File: config.mk
export PLATFORM = sky130hd
export DESIGN_NAME = sram_arbiter
export DESIGN_NICKNAME = d
export VERILOG_FILES = /design/src/rtl/sram_arbiter.sv
export SDC_FILE = /design/constraint.sdc
export NUM_CORES = 1
export LEC_CHECK = 0
export ABC_CLOCK_PERIOD_IN_PS = 2100
export CORE_ASPECT_RATIO = 1.4
export CORE_UTILIZATION = 39
export CTS_CLUSTER_DIAMETER = 200
export CTS_CLUSTER_SIZE = 30
export DETAILED_ROUTE_END_ITERATION = 6
export PLACE_DENSITY = 0.8
export SYNTH_ARGS = -nofsm -noshare
export SYNTH_HDL_FRONTEND = slang
export SYNTH_SLANG_ARGS = --single-unit
File: constraint.sdc
create_clock -name clk -period 2.1 [get_ports clk]
set_input_delay 0.42 -clock clk [delete_from_list [all_inputs] [get_ports clk]]
set_output_delay 0.42 -clock clk [all_outputs]
set_load 0.1 [all_outputs]
File: src/rtl/sram_arbiter.sv
// -----------------------------------------------------------------------------
// sram_arbiter
//
// Two-port byte arbiter in front of a 256Kx16 asynchronous SRAM. Port A serves
// the Z88 core, port B the image loader / debug path. Each port issues byte
// requests on a 19-bit byte address. Bit 0 selects the byte lane and bits
// 18:1 select the 16-bit SRAM word.
//
// Every access is a fixed sequence of three phases:
//   IDLE   : sample requests, grant one port round-robin, latch its command
//   ACCESS : drive the SRAM strobes for ACC_CYC cycles
//   ACK    : pulse the granted port's ack for one cycle, strobes inactive
//
// Parameters
//   ACC_CYC     : cycles the SRAM strobes are held per access (1..15)
//
// Ports
//   clk         : system clock, rising edge
//   reset_n     : synchronous, active-low reset
//   a_*         : port A request (req/we/addr/wdata), completion (ack/rdata)
//   b_*         : port B request (req/we/addr/wdata), completion (ack/rdata)
//   sram_addr   : SRAM word address
//   sram_*_n    : SRAM chip/output/write enables and byte-lane strobes
//   sram_dq_o   : write data; the byte is replicated on both lanes
//   sram_dq_oe  : data bus output enable; the tristate is built at top level
//   sram_dq_i   : read data from the SRAM
// -----------------------------------------------------------------------------
module sram_arbiter #(
    parameter int ACC_CYC = 2
) (
    input  logic        clk,
    input  logic        reset_n,

    input  logic        a_req,
    input  logic        a_we,
    input  logic [18:0] a_addr,
    input  logic [7:0]  a_wdata,
    output logic        a_ack,
    output logic [7:0]  a_rdata,

    input  logic        b_req,
    input  logic        b_we,
    input  logic [18:0] b_addr,
    input  logic [7:0]  b_wdata,
    output logic        b_ack,
    output logic [7:0]  b_rdata,

    output logic [17:0] sram_addr,
    output logic        sram_ce_n,
    output logic        sram_oe_n,
    output logic        sram_we_n,
    output logic        sram_ub_n,
    output logic        sram_lb_n,
    output logic [15:0] sram_dq_o,
    output logic        sram_dq_oe,
    input  logic [15:0] sram_dq_i
);

    typedef enum logic [1:0] {
        IDLE   = 2'd0,
        ACCESS = 2'd1,
        ACK    = 2'd2
    } state_t;

    // The counter is loaded with ACC_CYC-1 so that ACCESS ends on the cycle
    // in which the counter reads zero.
    localparam logic [3:0] CNT_LOAD = 4'(ACC_CYC - 1);

    state_t      state_q, state_d;
    logic [3:0]  cnt_q, cnt_d;
    logic        last_b_q, last_b_d;    // 1: port B was granted most recently
    logic        gnt_b_q, gnt_b_d;      // port owning the access in flight
    logic        we_q, we_d;
    logic [18:0] addr_q, addr_d;
    logic [7:0]  wdata_q, wdata_d;
    logic [7:0]  a_rdata_q, a_rdata_d;
    logic [7:0]  b_rdata_q, b_rdata_d;

    logic        grant_b;
    logic [7:0]  rd_byte;

    // Under contention the port not served last wins. A lone request wins
    // outright.
    assign grant_b = (a_req && b_req) ? ~last_b_q : b_req;

    // Odd byte addresses live in the upper lane.
    assign rd_byte = addr_q[0] ? sram_dq_i[15:8] : sram_dq_i[7:0];

    // -------------------------------------------------------------------------
    // State register
    // -------------------------------------------------------------------------
    always_ff @(posedge clk) begin
        if (!reset_n) begin
            state_q   <= IDLE;
            cnt_q     <= 4'd0;
            last_b_q  <= 1'b1;
            gnt_b_q   <= 1'b0;
            we_q      <= 1'b0;
            addr_q    <= 19'd0;
            wdata_q   <= 8'h00;
            a_rdata_q <= 8'h00;
            b_rdata_q <= 8'h00;
        end else begin
            state_q   <= state_d;
            cnt_q     <= cnt_d;
            last_b_q  <= last_b_d;
            gnt_b_q   <= gnt_b_d;
            we_q      <= we_d;
            addr_q    <= addr_d;
            wdata_q   <= wdata_d;
            a_rdata_q <= a_rdata_d;
            b_rdata_q <= b_rdata_d;
        end
    end

    // -------------------------------------------------------------------------
    // Next-state logic
    // -------------------------------------------------------------------------
    always_comb begin
        state_d   = state_q;
        cnt_d     = cnt_q;
        last_b_d  = last_b_q;
        gnt_b_d   = gnt_b_q;
        we_d      = we_q;
        addr_d    = addr_q;
        wdata_d   = wdata_q;
        a_rdata_d = a_rdata_q;
        b_rdata_d = b_rdata_q;

        case (state_q)
            IDLE: begin
                if (a_req || b_req) begin
                    state_d  = ACCESS;
                    cnt_d    = CNT_LOAD;
                    gnt_b_d  = grant_b;
                    last_b_d = grant_b;
                    we_d     = grant_b ? b_we    : a_we;
                    addr_d   = grant_b ? b_addr  : a_addr;
                    wdata_d  = grant_b ? b_wdata : a_wdata;
                end
            end

            ACCESS: begin
                if (cnt_q == 4'd0) begin
                    state_d = ACK;
                    // Read data is captured while oe_n is still asserted.
                    // Writes leave both rdata registers untouched.
                    if (!we_q) begin
                        if (gnt_b_q) begin
                            b_rdata_d = rd_byte;
                        end else begin
                            a_rdata_d = rd_byte;
                        end
                    end
                end else begin
                    cnt_d = cnt_q - 4'd1;
                end
            end

            ACK: begin
                // Requests are not looked at here. A requester that keeps
                // req high is granted in the following IDLE cycle.
                state_d = IDLE;
            end

            default: begin
                state_d = IDLE;
            end
        endcase
    end

    // -------------------------------------------------------------------------
    // Output logic
    // -------------------------------------------------------------------------
    always_comb begin
        sram_ce_n  = 1'b1;
        sram_oe_n  = 1'b1;
        sram_we_n  = 1'b1;
        sram_ub_n  = 1'b1;
        sram_lb_n  = 1'b1;
        sram_dq_oe = 1'b0;
        a_ack      = 1'b0;
        b_ack      = 1'b0;

        case (state_q)
            ACCESS: begin
                sram_ce_n = 1'b0;
                sram_ub_n = ~addr_q[0];
                sram_lb_n = addr_q[0];
                if (we_q) begin
                    sram_we_n  = 1'b0;
                    sram_dq_oe = 1'b1;
                end else begin
                    // dq_oe stays low, so the bus is never driven while the
                    // SRAM drives it.
                    sram_oe_n = 1'b0;
                end
            end

            ACK: begin
                a_ack = ~gnt_b_q;
                b_ack = gnt_b_q;
            end

            default: begin
            end
        endcase
    end

    assign sram_addr = addr_q[18:1];
    assign sram_dq_o = {wdata_q, wdata_q};
    assign a_rdata   = a_rdata_q;
    assign b_rdata   = b_rdata_q;

endmodule
=== Word-level counts from Yosys, hierarchy flattened ===
Cells that the tools add are included.

* Register bits: 52
* Output and inout port bits: 58
* Logic and storage cells: 50

* $add $sub $neg: 1
* Equal/unequal tests: 5
* Mux-type cells: 21
* Bitwise logic cells: 4
* Reductions and logical operators: 10

{| class="wikitable"
|+ Operators by type and width
! operator !! count
|-
| two-way mux 19 bit || 1
|-
| two-way mux 8 bit || 2
|-
| two-way mux 1 bit || 12
|-
| two-way mux 4 bit || 2
|-
| one-hot mux 4 bit (2 select lines) || 1
|-
| AND reduction 4 bit || 2
|-
| != test 2 bit, second input constant || 3
|-
| zero test 4 bit || 1
|-
| two-way mux 2 bit || 2
|-
| inverter 1 bit || 4
|-
| one-hot mux 2 bit (2 select lines) || 1
|-
| AND reduction 2 bit || 2
|-
| subtractor 4 x 1 -> 4 bit, second input constant || 1
|-
| AND reduction 3 bit || 1
|-
| equality test 2 x 1 -> 1 bit, second input constant || 1
|-
| equality test 2 bit, second input constant || 1
|-
| zero test 2 bit || 1
|-
| nonzero test 2 bit || 1
|-
| logical AND 1 bit || 1
|-
| logical OR 1 bit || 1
|}

=== Depth between registers and ports, before layout ===
* Depth after elaboration: 3
* Depth in mapped cells: 6
* Depth with buffers taken out: 5

=== Least setup slack after synthesis ===
OpenSTA, ideal clock, no wires.

* Kind: flip-flop to output port
* From: register gnt_b_q
* To: output port a_ack
* Arrival time: 2.553 ns
* Data required time: 1.680 ns
* Slack: -0.873 ns
* Cell stages (with the launch flop): 2
* Path buffers: 0
* Path through: dfxtp_1 > nor3b_1

* Word-level cells in the longest chain between the ends: 2

{| class="wikitable"
|+ RTL lines
! what !! RTL line !! text
|-
| from (decl) || 72 || <nowiki>logic gnt_b_q, gnt_b_d;</nowiki>
|-
| from (signal assigned) || 107 || <nowiki>gnt_b_q <= gnt_b_d;</nowiki>
|-
| inverter 1 bit (no source line) || n/a ||
|-
| two-way mux 1 bit || 185 || <nowiki>case (state_q)</nowiki>
|-
| to (decl) || 38 || <nowiki>output logic a_ack,</nowiki>
|}

Every way passes these cells.

=== Worst setup path after layout ===
* From: register state_q[0]
* To: output port sram_dq_oe

* Word-level cells in the longest chain between the ends: 2

{| class="wikitable"
|+ RTL lines
! what !! RTL line !! text
|-
| from (decl) || 69 || <nowiki>state_t state_q, state_d;</nowiki>
|-
| from (signal assigned) || 104 || <nowiki>state_q <= state_d;</nowiki>
|-
| equality test 2 x 1 -> 1 bit || 185 ||
|-
| two-way mux 1 bit || 185 ||
|-
| to (decl) || 55 || <nowiki>output logic sram_dq_oe,</nowiki>
|}

Every way passes these cells.

==> implementation parameters <==
Parameter                              Value

Setup path
  Crit-path leading delay family ... simple AND/OR/NAND/NOR gates
  Critical path launch point type ... flip-flop
  Max incr delay on CP ... 390 ps
  CP bufs+invs ... 2
  Req. time, crit path ... around 1700 ps
  Cells traversed along the worst timing path ... and2b_1, nand2_2, clkinvlp_4, buf_12
  Data arrival time at the worst-slack endpoint ... 1480 ps
  Crit. End Element ... primary output
  Critical path's slowest cell ... sky130_fd_sc_hd__dfxtp_1
  Maximum fanout count along the critical path ... 8
  CP startpoint ... state_q[0]
  Launch point of the worst reg-to-reg path ... cnt_q[0]
  Critical path type ... reg2out

Route
  Via count ... around 2100
  Number of routed nets with antenna violations ... 0
  DRC Markers ... 0
  Total wire length after detailed routing ... 5927 um
  DR iter-0 viols ... 48
  Mean number of vias per cell ... 5.019
  First-pass detailed-route iteration total ... 4
  Routed length per placed instance ... 13.91 um

Yosys
  Average instance area after synthesis ... 10.22 um2
  Number of standard cells after synthesis ... 243
  Share of synthesized area occupied by flip-flops and latches ... 0.4194
  Number of warnings printed during yosys synthesis ... 0
  Post-synth cell types ... 35
  Syn Std Cell Area ... between 2000 and 2500 um2
  Flip-flop and latch count after synthesis ... 52
  Synthesized netlist net count ... 321

Timing
  Hold Fails Final Rpt ... 0
  Min cycle time layout ... approximately 1900 ps
  Worst setup skew after layout ... ~3.2 ps
  Final-layout worst hold slack ... 464.3 ps
  Sum of negative setup slack ... 0 ps
  Ratio of final minimum period to clock period ... 0.9040
  Worst slew pin tran ... around 680 ps
  Final Max Tran Viols ... 0
  Max transition margin ... 0.5433
  Fmax ... 526.8 MHz
  Setup-violating endpoint count in the final report ... 0
  Setup repair after global routing missed its margin ... false
  Worst-case setup margin in the final layout ... 201.7 ps

Layout
  Antenna diodes ... 0
  Finished Cell Area ... between 3000 and 4000 um2
  Commonest cells after routing, fill and taps aside ... sky130_fd_sc_hd__clkdlybuf4s50_1 (75), sky130_fd_sc_hd__buf_4 (59), sky130_fd_sc_hd__dfxtp_1 (52)
  Total of fill cells in the finished design ... 532
  Area delta synth->final ... 54.99%
  Post-layout instance count excluding filler cells ... 426
  Post-layout net count ... around 430
  Most common cell after layout, fill and taps aside ... sky130_fd_sc_hd__clkdlybuf4s50_1
  Layout cells sized above 1 ... 0.2599
  Share of the core filled with cells ... 0.6237

Floorplanning
  Full die area ... 6693 um2
  Core ar. ... 6168 um2
  Die boundary width ... approximately 70 um
  Number of top-level pins ... ~130
  Die height ... 96.40 um
  Effective utilization at floorplan ... 0.4024
  Count of standard-cell rows ... 34

Status
  Outcome ... finished, final reports clean

GRT
  Global-route wire length before repair ... 9570 um
  Number of global-route vias before repair ... approximately 2100
  Pin count of the biggest net entering global routing ... 18
  Antenna violations before repair ... 0
  Total grt overflow ... 0
  Tot GR Track Use ... 0.1790

Placed design
  Placer Congestion ... 0.7427
  Placed inst area ... roughly 3700 um2
  Cell total after placement ... 418
  Worst Setup Slack post-DPL ... 273.7 ps
  DPL Wire Length ... about 4700 um
  Number of buffer cells added on primary ports ... ~130

Worst hold path
  Min-Delay Path Class ... reg2reg
  Origin of the worst min-delay path ... b_rdata[7]

Clock tree
  Inserted Clock Buffers ... 5
  Number of gates resized after cts ... 0
  Number of clock sinks ... 52
  Setup Buffers After CTS ... 0
  H-Tree Depth ... 2
  Clock insertion delay at the later pin of the skew report ... 310 ps
  Hold-fix buffer count after cts ... 0
  TritonCTS clock tree ... done
  Register clock-pin slew on the reported worst setup and hold paths ... 90 ps
  Number of buffers on the longest clock path ... 2
  Root buffer selected by CTS ... sky130_fd_sc_hd__clkbuf_8

Run
  Max-cap violations ... 0

Power and ir drop
  Power Total ... ~3.4 mW
  Pwr Density ... 879.6 nW/um2
  Worst vdd rail ir drop ... around 0.49 mV
  Leak ... 1.631 nW
==> area by class of cell <==
type / instances / area (um2) / area share
clock buffers: 7 / 96.34 / 0.02504
clock inverters: 1 / 30.03 / 0.007805
inverters: 5 / 25.02 / 0.006504
multi-input cells: 145 / 1171 / 0.3044
flip-flops and latches: 52 / 1041 / 0.2706
well taps: 72 / 90.09 / 0.02341
repair buffers: 144 / 1394 / 0.3623
==> metal layers <==
| layer | track usage | vias up | share of wire | wire (um) |
|---|---|---|---|---|
| met5 | 0 | - | 0 | 0 |
| met4 | 0.07993 | 0 | 0.018 | 107 |
| met3 | 0.03942 | 9 | 0.062 | 365 |
| met2 | 0.3487 | 89 | 0.53 | 3138 |
| met1 | 0.1825 | 983 | 0.39 | 2315 |
| li1 | - | 1057 | - | - |
==> worst register-to-register path, stage by stage (launching register included) <==
cell and delay, ps:
sky130_fd_sc_hd__dfxtp_1 350, sky130_fd_sc_hd__inv_1 90, sky130_fd_sc_hd__ha_1 150, sky130_fd_sc_hd__nor3b_1 580, sky130_fd_sc_hd__nand4b_1 170, sky130_fd_sc_hd__buf_4 220, sky130_fd_sc_hd__mux2i_1 130
==> cell usage after synthesis <==
library cell,number,share of area
sky130_fd_sc_hd__buf_2,4,0.0081
sky130_fd_sc_hd__clkbuf_1,7,0.011
sky130_fd_sc_hd__inv_4,1,0.0025
sky130_fd_sc_hd__and2_1,1,0.0025
sky130_fd_sc_hd__o22ai_1,1,0.0025
sky130_fd_sc_hd__mux2i_1,44,0.18
sky130_fd_sc_hd__nand2_1,27,0.041
sky130_fd_sc_hd__nor4_4,1,0.0086
sky130_fd_sc_hd__buf_6,1,0.0045
sky130_fd_sc_hd__and3_1,2,0.0050
sky130_fd_sc_hd__o21ai_0,5,0.010
sky130_fd_sc_hd__dfxtp_1,52,0.42
sky130_fd_sc_hd__nand2b_1,2,0.0050
sky130_fd_sc_hd__ha_1,2,0.010
sky130_fd_sc_hd__nand3b_1,1,0.0030
sky130_fd_sc_hd__inv_1,4,0.0060
sky130_fd_sc_hd__o21a_1,1,0.0030
sky130_fd_sc_hd__or4_1,2,0.0060
sky130_fd_sc_hd__nand4b_1,1,0.0035
sky130_fd_sc_hd__and3b_1,1,0.0035
sky130_fd_sc_hd__or3b_1,1,0.0035
sky130_fd_sc_hd__nand3_1,1,0.0020
sky130_fd_sc_hd__a21oi_1,3,0.0060
sky130_fd_sc_hd__mux2_2,8,0.036
sky130_fd_sc_hd__nor3b_1,2,0.0060
sky130_fd_sc_hd__o2bb2ai_1,28,0.099
sky130_fd_sc_hd__o221ai_1,1,0.0035
sky130_fd_sc_hd__and2b_1,1,0.0030
sky130_fd_sc_hd__o211a_1,1,0.0040
sky130_fd_sc_hd__buf_4,27,0.082
sky130_fd_sc_hd__nor2_1,2,0.0030
sky130_fd_sc_hd__a21boi_0,3,0.0091
sky130_fd_sc_hd__or2_2,1,0.0025
sky130_fd_sc_hd__or3_1,2,0.0050
sky130_fd_sc_hd__buf_1,2,0.0030
==> power by group <==
| part | internal [mW] | leakage, nW | switching (mW) |
|---|---|---|---|
| sequential | 1.08 | 0.426 | 0.0719 |
| clock | 0.421 | 0.0645 | 0.326 |
| combinational | 0.457 | 1.14 | 1.03 |
| total | 1.96 | 1.63 | 1.43 |
==> worst paths after layout <==
check | depth (start not counted) | slack [ps] | end
setup reg to reg | 6 | 310 | b_rdata[1]
setup / recovery | 4 | 200 | sram_dq_oe
hold reg to reg | 2 | 460 | b_rdata[7]
hold / removal | 2 | 460 | b_rdata[7]
==> flip-flops by register name (all words and copies together), names as in the netlist <==
name / flops
addr_q: 19
b_rdata: 8
last_b_q: 1
gnt_b_q: 1
state_q: 2
we_q: 1
a_rdata: 8
wdata_q: 8
cnt_q: 4
==> cell families after synthesis <==
kind of cell,after synthesis,share of synthesized area
compound gates,43,0.1371
buf+inv,46,0.1164
fa+ha+maj,2,0.01008
mux,52,0.2137
flops,52,0.4194
simple gates,48,0.1033
Note: power is estimated with default switching activity, not from simulation.
